--- config.mk ---
export PLATFORM = sky130hd
export DESIGN_NAME = mem_port_arbiter
export DESIGN_NICKNAME = d
export VERILOG_FILES = /design/src/rtl/mem_port_arbiter.sv
export SDC_FILE = /design/constraint.sdc
export NUM_CORES = 1
export LEC_CHECK = 0
export ABC_AREA = 1
export CAP_MARGIN = 25
export CORE_MARGIN = 10
export CORE_UTILIZATION = 30
export DETAILED_ROUTE_END_ITERATION = 6
export GPL_TIMING_DRIVEN = 0
export SETUP_SLACK_MARGIN = 0.5
export SYNTH_ARGS = -nofsm -noshare
export SYNTH_HDL_FRONTEND = slang
export SYNTH_SLANG_ARGS = --single-unit
export TNS_END_PERCENT = 50
--- constraint.sdc ---
create_clock -name clk -period 3.2 [get_ports clk]
set_input_delay 0.48 -clock clk [delete_from_list [all_inputs] [get_ports clk]]
set_output_delay 0.48 -clock clk [all_outputs]
set_load 0.005 [all_outputs]
--- src/rtl/mem_port_arbiter.sv ---
`default_nettype none
// ============================================================================
// Module   : mem_port_arbiter
// Brief    : Round-robin arbiter sharing one single-ported memory between the
//            instruction-fetch and load/store request ports.
//            Optional watchdog abort enabled by defining MEM_ARB_TIMEOUT_EN.
// Revision : 1.0 - initial release
// ============================================================================
module mem_port_arbiter #(
    parameter int ADDR_W  = 32,
    parameter int DATA_W  = 32,
    parameter int TIMEOUT = 15
) (
    input  logic                  clk,
    input  logic                  rst_n,
    input  logic                  if_req,
    input  logic [ADDR_W-1:0]     if_addr,
    output logic                  if_gnt,
    output logic                  if_rvalid,
    output logic [DATA_W-1:0]     if_rdata,
    input  logic                  d_req,
    input  logic                  d_we,
    input  logic [ADDR_W-1:0]     d_addr,
    input  logic [DATA_W-1:0]     d_wdata,
    input  logic [DATA_W/8-1:0]   d_be,
    output logic                  d_gnt,
    output logic                  d_rvalid,
    output logic [DATA_W-1:0]     d_rdata,
    output logic                  mem_req,
    output logic                  mem_we,
    output logic [ADDR_W-1:0]     mem_addr,
    output logic [DATA_W-1:0]     mem_wdata,
    output logic [DATA_W/8-1:0]   mem_be,
    input  logic                  mem_ready,
    input  logic [DATA_W-1:0]     mem_rdata,
    output logic                  err
);

    localparam int         c_BE_W    = DATA_W / 8;
    localparam logic [1:0] c_IDLE    = 2'd0;
    localparam logic [1:0] c_BUSY_IF = 2'd1;
    localparam logic [1:0] c_BUSY_D  = 2'd2;
    localparam logic       c_OWN_IF  = 1'b0;
    localparam logic       c_OWN_D   = 1'b1;

    logic [1:0]        r_state;
    logic              r_last_owner;
    logic              r_mem_req;
    logic              r_mem_we;
    logic [ADDR_W-1:0] r_mem_addr;
    logic [DATA_W-1:0] r_mem_wdata;
    logic [c_BE_W-1:0] r_mem_be;
    logic              r_if_rvalid;
    logic              r_d_rvalid;
    logic [DATA_W-1:0] r_if_rdata;
    logic [DATA_W-1:0] r_d_rdata;

    logic w_idle;
    logic w_busy;
    logic w_if_gnt;
    logic w_d_gnt;
    logic w_timeout;

    assign w_idle = (r_state == c_IDLE);
    assign w_busy = (r_state == c_BUSY_IF) || (r_state == c_BUSY_D);

    // Grants are gated by rst_n so nothing is offered while reset is asserted.
    assign w_if_gnt = rst_n && w_idle && if_req && (!d_req || (r_last_owner == c_OWN_D));
    assign w_d_gnt  = rst_n && w_idle && d_req  && (!if_req || (r_last_owner == c_OWN_IF));

`ifdef MEM_ARB_TIMEOUT_EN
    localparam logic [7:0] c_TIMEOUT_LAST = 8'(TIMEOUT - 1);

    logic [7:0] r_cnt;
    logic       r_err;

    // Abort fires on the cycle the counter would reach TIMEOUT; mem_ready wins.
    assign w_timeout = w_busy && !mem_ready && (r_cnt == c_TIMEOUT_LAST);

    always_ff @(posedge clk) begin
        if (!rst_n) begin
            r_cnt <= 8'd0;
            r_err <= 1'b0;
        end else begin
            r_err <= w_timeout;
            if (w_if_gnt || w_d_gnt)
                r_cnt <= 8'd0;
            else if (w_busy && !mem_ready)
                r_cnt <= r_cnt + 8'd1;
        end
    end

    assign err = r_err;
`else
    assign w_timeout = 1'b0;
    assign err       = 1'b0;
`endif

    always_ff @(posedge clk) begin
        if (!rst_n) begin
            r_state      <= c_IDLE;
            r_last_owner <= c_OWN_IF;
            r_mem_req    <= 1'b0;
            r_mem_we     <= 1'b0;
            r_mem_addr   <= '0;
            r_mem_wdata  <= '0;
            r_mem_be     <= '0;
            r_if_rvalid  <= 1'b0;
            r_d_rvalid   <= 1'b0;
            r_if_rdata   <= '0;
            r_d_rdata    <= '0;
        end else begin
            r_if_rvalid <= 1'b0;
            r_d_rvalid  <= 1'b0;
            case (r_state)
                c_IDLE: begin
                    if (w_if_gnt) begin
                        r_state      <= c_BUSY_IF;
                        r_last_owner <= c_OWN_IF;
                        r_mem_req    <= 1'b1;
                        r_mem_we     <= 1'b0;
                        r_mem_addr   <= if_addr;
                        r_mem_wdata  <= '0;
                        r_mem_be     <= '1;
                    end else if (w_d_gnt) begin
                        r_state      <= c_BUSY_D;
                        r_last_owner <= c_OWN_D;
                        r_mem_req    <= 1'b1;
                        r_mem_we     <= d_we;
                        r_mem_addr   <= d_addr;
                        r_mem_wdata  <= d_wdata;
                        r_mem_be     <= d_be;
                    end
                end
                c_BUSY_IF, c_BUSY_D: begin
                    if (mem_ready || w_timeout) begin
                        r_state     <= c_IDLE;
                        r_mem_req   <= 1'b0;
                        r_mem_we    <= 1'b0;
                        r_mem_addr  <= '0;
                        r_mem_wdata <= '0;
                        r_mem_be    <= '0;
                        if (r_state == c_BUSY_IF) begin
                            r_if_rvalid <= 1'b1;
                            r_if_rdata  <= mem_ready ? mem_rdata : '0;
                        end else begin
                            r_d_rvalid <= 1'b1;
                            // Stores leave the load-data register untouched.
                            if (!r_mem_we)
                                r_d_rdata <= mem_ready ? mem_rdata : '0;
                        end
                    end
                end
                default: r_state <= c_IDLE;
            endcase
        end
    end

    assign if_gnt    = w_if_gnt;
    assign d_gnt     = w_d_gnt;
    assign if_rvalid = r_if_rvalid;
    assign if_rdata  = r_if_rdata;
    assign d_rvalid  = r_d_rvalid;
    assign d_rdata   = r_d_rdata;
    assign mem_req   = r_mem_req;
    assign mem_we    = r_mem_we;
    assign mem_addr  = r_mem_addr;
    assign mem_wdata = r_mem_wdata;
    assign mem_be    = r_mem_be;

endmodule
`default_nettype wire

After elaboration in Yosys (flattened, before gate mapping)
Cells that the tools add are included.

Equality and inequality tests: 4. Mux-type cells: 25. Bitwise gates (word level): 3. Reductions and logical operators: 19.

Operators with widths (count): 32-bit 2-to-1 mux (5); 32-bit case mux with 2 select lines (2); 4-bit 2-to-1 mux (3); 3-bit AND reduction (3); 1-bit 2-to-1 mux (8); 4-bit case mux with 2 select lines (1); 2-bit 2-to-1 mux (3); 1-bit logical AND (5); 1-bit case mux with 2 select lines (2); 2-bit case mux with 2 select lines (1); 2-bit AND reduction (2); 4-bit AND reduction (1); 2-bit nonzero test (2); 3-bit inequality test (second input constant) (1); 1-bit NOT (3); 2-bit by 1-bit == test with 1-bit output (second input constant) (1); 2-bit == test (second input constant) (1); 1-bit logical NOT (2); 2-bit logical NOT (1); 1-bit logical OR (2); 2-bit inequality test (second input constant) (1); 2-bit OR reduction (1).

Register bits after elaboration: 139. Input bits: 138. Word-level logic and storage cells: 62.

Longest topological paths before layout
Word-level depth: 7. Depth in mapped cells: 12.

Worst setup path after synthesis
OpenSTA, ideal clock, no wires.

Kind: register to register. Start: reg r_state[0]. End: reg r_mem_wdata[13] (netlist: mem_wdata[13]). Setup time: 114 ps. Arrival: 1629 ps. Required time: 3086 ps. Path slack: 1458 ps. Stages on the path, launching flop included: 12. Path buffers: 3. Period minus slack after synthesis: 1742 ps. Cell sequence: dfxtp_1 -> inv_1 -> ha_1 -> buf_2 -> inv_2 -> nand2_1 -> nand2_1 -> nand2_4 -> buf_6 -> buf_6 -> a21oi_1 -> nor2_1.

Word-level cells in the longest chain between the ends: 6. Elaborated cells on any way between the ends: 15. Classes of those cells: eq/ne: 4; mux: 2; reduce/logical: 9.

RTL lines: from (decl) (line 46) `logic [1:0] r_state;`; from (signal assigned) (line 101) `r_state <= c_IDLE;`; from (signal assigned) (line 118) `r_state <= c_BUSY_IF;`; from (signal assigned) (line 126) `r_state <= c_BUSY_D;`; 2-bit logical NOT (line 64, 115); 1-bit logical AND (line 68, 69); 1-bit logical AND, on equally long branches (2 in a row) (line 68, 69); 3-bit inequality test (no line) / 32-bit 2-to-1 mux (equally long branches); 3-bit AND reduction (no line) / 32-bit case mux with 2 select lines (equally long branches); to (signal assigned) (line 131) `r_mem_wdata <= d_wdata;`; to (decl) (line 51) `logic [DATA_W-1:0] r_mem_wdata;`.

Parallel ways exist; a longest one is shown, timed or not. A chain may end at the register's enable or synchronous reset.

Final worst setup path
Start: in rst_n. End: out d_gnt.

Word-level cells in the longest chain between the ends: 3.

RTL lines: from (decl) (line 15) `input logic rst_n,`; 1-bit logical AND (3 in a row) (line 69) `assign w_d_gnt = rst_n && w_idle && d_req && (!if_req || (r_last_owner == c_OWN_IF));`; to (decl) (line 26) `output logic d_gnt,`.

No other way between the ends.

==> run metrics <==
reg2reg start=r_state[0]; worst setup path start=rst_n; final hold vios=0; CTS sink cnt=approximately 140; Num CTS Buffers=17; hold wc startpoint=r_state[1]; # IOs=~280; largest net degree at the start of global routing=17; Min Hold Slack=0.4679 ns; drt first pass iters=5; first-pass GRT wire length=~35000 um; Synth Area per Inst=6.789 um^2; post-route setup slack=approximately 0.58 ns; endpoint class of the critical path=primary output; Synth area leader=dfxtp_1; initial antenna violation count=0; share of cells above drive strength 1=0.05063; Die Area=between 0.02 and 0.03 mm^2; Power per Cell Area=slightly above 600 mW/mm^2; Worst Skew=roughly 0.0073 ns; minimum clock period=roughly 2.6 ns; total grt overflow=0; Yosys warnings=0; Rows=between 50 and 60; outcome=finished clean; Place WS=0.5488 ns; worst endpoint required time=2.72 ns; total negative setup slack=0 ns; drt via density=between 4 and 5; RSZ-0062 raised after global routing=true; Initial Utilization=0.3053; synth top area cells=dfxtp_1 (47%), nor2_1 (17%), o21ai_0 (8.0%); GRT Overall Usage=0.1691; final wirelength=22430 um; HP Class=flip-flop to flip-flop; Leak=4.084 nW; Worst IR Drop VDD=~0.31 mV; CTS tree=done; Root Buffer=clkbuf_16; startpoint type of the worst setup path=input pin; Worst-Skew Late Latency=about 0.41 ns; FILL cells=2070; # diodes=0; IO Port Bufs=between 200 and 300; mapped cell area=a little under 0.006 mm^2; max_cap viols=0; Max FO, Critical Path=10; Die X=about 160 um; DR iter-0 viols=220; vias post-DR=6225; Residual DRC=0; Arr. time, crit path=2.14 ns; placed inst area=roughly 0.009 mm^2; post-route cell area=between 0.009 and 0.01 mm^2; # setup viols final=0; Slew @ Worst Pin=approximately 0.53 ns; syn nets=a little over 1000; core area=between 0.015 and 0.02 mm^2; Tcrit/Tclk final=0.8173; die height=approximately 160 um; Yosys top cell area share=0.4668; Slew HR=0.6495; Syn Inst Count=approximately 880; DP HPWL=17800 um; sequential fraction of the synthesis area=0.4668; distinct cell type count after synthesis=25; Max Fclk=roughly 380 MHz; Yosys reg bits=approximately 140; vias in the first global route=slightly above 6000; critical path type=input pin to primary output; Longest Clk Path Bufs=2; nets=1313; Slew Viols, Final=0; clk slew on worst S/H paths=about 0.06 ns; Final GP Congestion=0.8126; H-tree levels=4; Area Growth Syn to Fin=62.36%; Final ANT Viol Nets=0; per-cell routed wire length=15.47 um
[path summary, 6_finish.rpt]
kind	slack [ns]	cells after the start	end
max	0.58	5	d_gnt
min	0.47	2	r_state[1]
max reg2reg	1.00	10	mem_wdata[14]
min reg2reg	0.47	2	r_state[1]
[routing by layer]
layer,track usage,share of wire,up-vias
li1,-,-,3270
met1,0.1953,0.43,2730
met2,0.2799,0.47,215
met3,0.07745,0.10,10
met4,0.03805,0.0062,0
met5,0,0,-
[critical path, stage by stage]
cell and delay (ns):
clkdlybuf4s50_1 0.49, buf_2 0.27, nand4_1 0.21, inv_1 0.15, clkdlybuf4s50_1 0.54
[Yosys cell counts]
cell type,count
a21oi_1,66
buf_1,4
buf_2,7
buf_4,4
buf_6,5
clkbuf_1,34
conb_1,1
dfxtp_1,139
ha_1,2
inv_1,111
inv_2,2
nand2_1,92
nand2_2,2
nand2_4,1
nand3_1,16
nand3_2,1
nand4_1,1
nor2_1,264
nor2_4,1
nor3_1,1
o21ai_0,95
o31ai_1,1
or2_0,19
or2_1,6
or2_2,3
[layout by cell type, fill, tap and decap left out]
cell / instances
nand4_1: 1
nand2_4: 1
ha_2: 1
clkinv_4: 5
o31ai_1: 1
clkdlybuf4s50_1: 275
clkbuf_1: 34
buf_1: 4
inv_8: 1
nor2_4: 1
buf_4: 5
inv_2: 3
a21oi_1: 66
nand3_1: 16
clkinvlp_4: 1
inv_1: 110
buf_2: 7
bufinv_16: 4
clkinv_2: 3
nand2_1: 92
ha_1: 1
or2_2: 3
buf_6: 5
clkbuf_16: 17
nand3_2: 1
nor3_1: 1
or2_1: 6
or2_0: 19
nand2_2: 2
nor2_1: 264
o21ai_0: 95
dfxtp_1: 139
conb_1: 1
[metrics by stage]
| step | util | total power [mW] | instances |
|---|---|---|---|
| CTS | 0.4951 | 5.941 | 1449 |
| floorplan | - | 2.901 | 878 |
| global route | 0.4956 | 6.229 | 1450 |
| finish | 0.4956 | 5.860 | 1450 |
| detailed placement | 0.4632 | 3.835 | 1418 |
| global placement | 0.4632 | 3.821 | 1418 |
[power breakdown]
group	total (mW)	switching, mW	internal (mW)
combinational	1.67	0.809	0.862
clock	2.09	0.779	1.31
sequential	2.10	0.123	1.98
[what timing repair did]
action,4_1_cts,5_1_grt
gates resized for setup,1,1
endpoints found under the setup margin,1,2
endpoints found under the hold margin,0,0
hold buffers,0,0
buffers inserted,0,1
pin swaps,0,1
[cells by family after synthesis]
| logic type | after synthesis | share of synthesized area |
|---|---|---|
| simple gates | 407 | 0.2764 |
| buf+inv | 167 | 0.1154 |
| compound gates | 162 | 0.1364 |
| flops | 139 | 0.4668 |
| fa+ha+maj | 2 | 0.004197 |
| other cells | 1 | 0.0006291 |
[state kept, by name, summed over array words and instances (netlist names)]
name,flops
mem_addr,32
mem_we,1
d_rdata,32
mem_be,4
if_rvalid,1
r_last_owner,1
mem_req,1
r_state,2
if_rdata,32
mem_wdata,32
d_rvalid,1
[layout make-up]
type / count / area (um^2) / share of cell area
clock buffer: 17 / 425.4 / 0.04396
buffer: 54 / 264.0 / 0.02728
tap: 265 / 331.6 / 0.03426
timing repair buffer: 276 / 2760 / 0.2852
sequential: 139 / 2783 / 0.2875
inverter: 113 / 424.2 / 0.04383
multi-input combinational: 572 / 2492 / 0.2575
clock inverter: 14 / 197.7 / 0.02043
Power figures use the tool's default switching activity.
